File: config.mk
export PLATFORM = sky130hd
export DESIGN_NAME = rand_arbiter
export DESIGN_NICKNAME = d
export VERILOG_FILES = /design/src/rtl/rand_arbiter.sv
export SDC_FILE = /design/constraint.sdc
export NUM_CORES = 1
export LEC_CHECK = 0
export BUFFER_PORTS_ARGS = -buffer_cell sky130_fd_sc_hd__buf_2
export CAP_MARGIN = 5
export CORE_ASPECT_RATIO = 2
export CORE_UTILIZATION = 40
export CTS_CLUSTER_SIZE = 24
export DETAILED_ROUTE_END_ITERATION = 10
export PLACE_DENSITY = 0.59
export SYNTH_ARGS = -nofsm -noshare
export SYNTH_HDL_FRONTEND = slang
export SYNTH_SLANG_ARGS = --single-unit
File: constraint.sdc
create_clock -name clk -period 1.4 [get_ports clk]
set_input_delay 0.14 -clock clk [delete_from_list [all_inputs] [get_ports clk]]
set_output_delay 0.14 -clock clk [all_outputs]
set_load 0.1 [all_outputs]
File: src/rtl/rand_arbiter.sv
// ---------------------------------------------------------------------------
// rand_arbiter
//
// Shares one 5-bit Fibonacci LFSR (x^5 + x^2 + 1, period 31) among NREQ
// requesters with a round-robin req/gnt handshake. The block owns the LFSR:
// it only shifts while serving a grant (STIR shifts per grant), accepts
// run-time reseeding while idle and never lets the register lock up at zero.
//
// Parameters:
//   NREQ  number of requesters (2..8)
//   STIR  LFSR shifts performed per grant (1..7)
//   SEED  LFSR reset value, also substituted for any zero seed
//
// Ports:
//   clk        system clock, rising edge
//   rst        asynchronous active-low reset
//   req        request per requester, held until its gnt bit is seen
//   seed_load  single-cycle pulse, loads seed into the LFSR (IDLE only)
//   seed       seed value sampled with seed_load
//   gnt        one-hot grant, single-cycle pulse
//   rvalid     high in the same cycle as gnt
//   rdata      random value for the granted requester, held until next grant
//   busy       high while a grant is being prepared or delivered
// ---------------------------------------------------------------------------
module rand_arbiter #(
    parameter int         NREQ = 4,
    parameter int         STIR = 3,
    parameter logic [4:0] SEED = 5'h0F
) (
    input  logic            clk,
    input  logic            rst,
    input  logic [NREQ-1:0] req,
    input  logic            seed_load,
    input  logic [4:0]      seed,
    output logic [NREQ-1:0] gnt,
    output logic            rvalid,
    output logic [4:0]      rdata,
    output logic            busy
);

    localparam int IW = (NREQ > 1) ? $clog2(NREQ) : 1;

    typedef enum logic [1:0] {
        IDLE    = 2'd0,
        STEP    = 2'd1,
        DELIVER = 2'd2
    } state_t;

    state_t          state_q, state_d;
    logic [4:0]      lfsr_q, lfsr_d;
    logic [IW-1:0]   last_q, last_d;
    logic [IW-1:0]   sel_q, sel_d;
    logic [2:0]      cnt_q, cnt_d;
    logic [NREQ-1:0] gnt_q, gnt_d;
    logic            rvalid_q, rvalid_d;
    logic [4:0]      rdata_q, rdata_d;
    logic            busy_q, busy_d;

    logic [4:0]      lfsr_step;
    logic            pick_valid;
    logic [IW-1:0]   pick_idx;

    // One LFSR shift; a zero register would stay zero forever, so it is
    // replaced by SEED instead of being shifted.
    assign lfsr_step = (lfsr_q == 5'd0) ? SEED : {lfsr_q[3:0], lfsr_q[4] ^ lfsr_q[1]};

    // Round-robin pick: scan last+1, last+2, ... modulo NREQ. The scan runs
    // from the farthest slot down so the nearest asserted request is the
    // last one written and therefore wins.
    always_comb begin
        int idx;
        idx        = 0;
        pick_valid = 1'b0;
        pick_idx   = '0;
        for (int k = NREQ; k >= 1; k--) begin
            idx = int'(last_q) + k;
            if (idx >= NREQ) begin
                idx = idx - NREQ;
            end
            if (req[IW'(idx)]) begin
                pick_valid = 1'b1;
                pick_idx   = IW'(idx);
            end
        end
    end

    // Next-state logic. gnt/rvalid/rdata are computed on the last STEP
    // cycle so that the registered outputs are valid exactly while the
    // state register reads DELIVER.
    always_comb begin
        state_d  = state_q;
        lfsr_d   = lfsr_q;
        last_d   = last_q;
        sel_d    = sel_q;
        cnt_d    = cnt_q;
        gnt_d    = '0;
        rvalid_d = 1'b0;
        rdata_d  = rdata_q;
        busy_d   = busy_q;

        case (state_q)
            IDLE: begin
                busy_d = 1'b0;
                // A seed load takes priority; a held request is served on
                // the following cycle.
                if (seed_load) begin
                    lfsr_d = (seed == 5'd0) ? SEED : seed;
                end else if (pick_valid) begin
                    sel_d   = pick_idx;
                    cnt_d   = 3'd0;
                    state_d = STEP;
                    busy_d  = 1'b1;
                end
            end

            STEP: begin
                lfsr_d = lfsr_step;
                cnt_d  = cnt_q + 3'd1;
                if (cnt_q == 3'(STIR - 1)) begin
                    state_d  = DELIVER;
                    gnt_d    = {{(NREQ-1){1'b0}}, 1'b1} << sel_q;
                    rvalid_d = 1'b1;
                    rdata_d  = lfsr_step;
                end
            end

            DELIVER: begin
                last_d  = sel_q;
                state_d = IDLE;
                busy_d  = 1'b0;
            end

            default: begin
                state_d = IDLE;
                busy_d  = 1'b0;
            end
        endcase
    end

    // State and output registers.
    always_ff @(posedge clk or negedge rst) begin
        if (!rst) begin
            state_q  <= IDLE;
            lfsr_q   <= SEED;
            last_q   <= IW'(NREQ - 1);
            sel_q    <= '0;
            cnt_q    <= 3'd0;
            gnt_q    <= '0;
            rvalid_q <= 1'b0;
            rdata_q  <= 5'd0;
            busy_q   <= 1'b0;
        end else begin
            state_q  <= state_d;
            lfsr_q   <= lfsr_d;
            last_q   <= last_d;
            sel_q    <= sel_d;
            cnt_q    <= cnt_d;
            gnt_q    <= gnt_d;
            rvalid_q <= rvalid_d;
            rdata_q  <= rdata_d;
            busy_q   <= busy_d;
        end
    end

    assign gnt    = gnt_q;
    assign rvalid = rvalid_q;
    assign rdata  = rdata_q;
    assign busy   = busy_q;

endmodule

==> results_dict.tcl <==
set metrics [dict create \
    yosys.area.top_type_share_pct 38.9 \
    synthCells 119 \
    pin_count 23 \
    power.internal_uw 1900 \
    p_clk_share_pct 11.3 \
    worstPathArrival_ns 1.50 \
    grtUsageTotal_pct 19.9 \
    drcViolationCount 0 \
    grt_pass1_vias 998 \
    relSlewSlack_pct 62.5 \
    tns_ns 0 \
    rr_worst_depth 4 \
    cts-root-buf "clkbuf_8" \
    drive_above_1_share_pct 29.5 \
    ys_seq_elements 25 \
    cp.required_ns 1.56 \
    drt-pass1-iter-count 4 \
    cts_made_buffers 3 \
    yosys.area.top_type "dfrtp_1" \
    grt_pass1_wl_mm 4.51 \
    synth_ff_type "dfrtp_1" \
    async_flop_share_pct 100 \
    synth.cell_area_mm2 0.00122 \
    final_cells 179 \
    finalNetCount 164 \
    status "finished clean" \
    wire_per_inst_um 16.0 \
    cts_tree "yes" \
    finalWirelength_mm 2.87 \
    cp_max_fo 3 \
    die_w_um 41.1 \
    worstSetupEndpointType "register" \
    p_leak_uw 0.000671 \
    ys_seq_area_share_pct 51.8 \
    r2r-end "rdata[4]" \
    r2r_setup_slack_ns 0.06 \
    grt_antenna_before_repair 0 \
    diodes 0 \
    final_area_mm2 0.00146 \
    hp-class "in2reg" \
    min_period_ns 1.34 \
    setup_violations 0 \
    yosysUniqueCellTypes 35 \
    synth-edff-count 0 \
    syn_nets 133 \
    drt_iter0_markers 16 \
    finalHoldViolCount 0 \
    die_h_um 80.2 \
    p_per_area_mw_per_mm2 2630 \
    synth.avg_cell_area_um2 10.3 \
    synth_common_cells "dfrtp_1 (19), nand2_1 (14), nor2_1 (13)" \
    crit_end "rdata[4]" \
    die_area_mm2 0.00329 \
    detail-route-antenna-nets 0 \
    core-area_mm2 0.00294 \
    initial_utilization_pct 41.5 \
    synth.area.top_cells "dfrtp_1 (39%), dfstp_2 (13%), nand2_1 (4.3%), nor2_1 (4.0%), a21oi_1 (3.7%)" \
    drv_slew 0 \
    grt_max_degree 26 \
    grt_setup_unrepaired "no" \
    hold_ws_ns 0.148 \
    grt-ovfl-total 0 \
    final.setup_skew_ns 0.00361 \
    post-route-period-util_pct 95.8 \
    portBuffers 22 \
    fp-row-count 28 \
    r2r-start "cnt_q[0]" \
    setup.worst_path.start_class "register" \
    power_switching_uw 1940 \
    cap_violations 0 \
    placedCellCount 173 \
    tightest_slew_ns 0.562 \
    yosysWarnings 0 \
    switching_share_pct 50.4 \
    htree_levels 1 \
    via_per_inst 5.72 \
    vdd_ir_drop_max_mv 1.18 \
    path_class "reg2reg" \
    startpoint "cnt_q[0]" \
    final_core_util_pct 49.5 \
    place_area_mm2 0.00139 \
    clk_pin_slew_ns 0.09 \
    vias 1023 \
    power_frac_seq_pct 36.5 \
    clk_path_buf_depth 2 \
    clock_sinks 25 \
    insertion_delay_ns 0.27 \
    fmax_mhz 745 \
    synth.most_common_cell "dfrtp_1" \
    power_frac_comb_pct 52.2 \
    dp_hpwl_mm 2.16 \
    layout-area-overhead-vs-synth_pct 19.1 \
    gp_congestion 0.925 \
]
[critical path, cell delays in order, from the launching register on]
cell and delay [ns]:
dfrtp_1 0.39, inv_1 0.06, ha_1 0.18, and4bb_2 0.27, mux2_2 0.33
[worst min path at each step]
stage | to | slack, ns | startpoint | depth (start not counted)
after floorplan | busy | -0.16 | rst | 0
after global placement | rdata[1] | 0.15 | rst | 1
after detailed placement | rdata[1] | 0.17 | rst | 1
after CTS | lfsr_q[4] | 0.14 | seed[4] | 3
after global routing | lfsr_q[4] | 0.15 | seed[4] | 3
final | lfsr_q[4] | 0.15 | seed[4] | 3
[cells by family after synthesis]
group,count (synthesis),synth area share [%]
simple gates,43,19.1
fa+ha+maj,2,2.05
compound gates,32,17.7
flops,25,51.8
xor+xnor,1,0.717
mux,5,4.40
buf+inv,11,4.20
[placed cells by master (no fill, tap or decap), types with 4 or more instances in the layout]
cell / instances
buf_4: 5
dfrtp_1: 19
buf_2: 22
nand2_1: 14
nor4_1: 4
dfstp_2: 6
inv_1: 8
a21oi_1: 9
o21ai_0: 6
o221ai_1: 5
nor2_1: 13
[stage by stage]
step / total power (uW) / setup slack, ns
floorplan: 2900 / 0.102
global placement: 3330 / 0.104
detailed placement: 3390 / 0.0423
CTS: 3830 / 0.0213
global route: 4070 / 0.0169
finish: 3840 / 0.0586
[cell type report]
type | count | area [um2]
multi-input combinational | 83 | 538
fill | 287 | 1490
clock buffer | 3 | 41.3
inverter | 8 | 30.0
sequential | 25 | 633
clock inverter | 1 | 7.51
tap | 30 | 37.5
timing repair buffer | 29 | 169
[metal layers]
| layer | global-route usage, % | up-vias | wire length (um) |
|---|---|---|---|
| li1 | - | 493 | - |
| met1 | 21.7 | 501 | 1110 |
| met2 | 34.4 | 23 | 1620 |
| met3 | 2.76 | 6 | 69 |
| met4 | 9.68 | 0 | 69 |
| met5 | 0 | - | 0 |
[flip-flops by register name, indices dropped and copies added (netlist names)]
signal and count:
lfsr_q 5, rdata 5, gnt 4, cnt_q 3, last_q 2, sel_q 2
state_q 2, busy 1, rvalid 1
[power groups by stage]
stage	Combinational, uW	Clock, uW	Sequential, uW
after floorplan	816	0	2080
after global placement	1940	0	1400
after detailed placement	1980	0	1420
after CTS	1980	450	1400
after global routing	2150	478	1450
final	2000	433	1400
[what timing repair did]
action	in CTS	in global routing
setup buffers	0	1
setup endpoints to repair	0	2
endpoints found under the hold margin	19	0
hold buffers	1	0
gates resized for setup	0	1
Power figures use the tool's default switching activity.
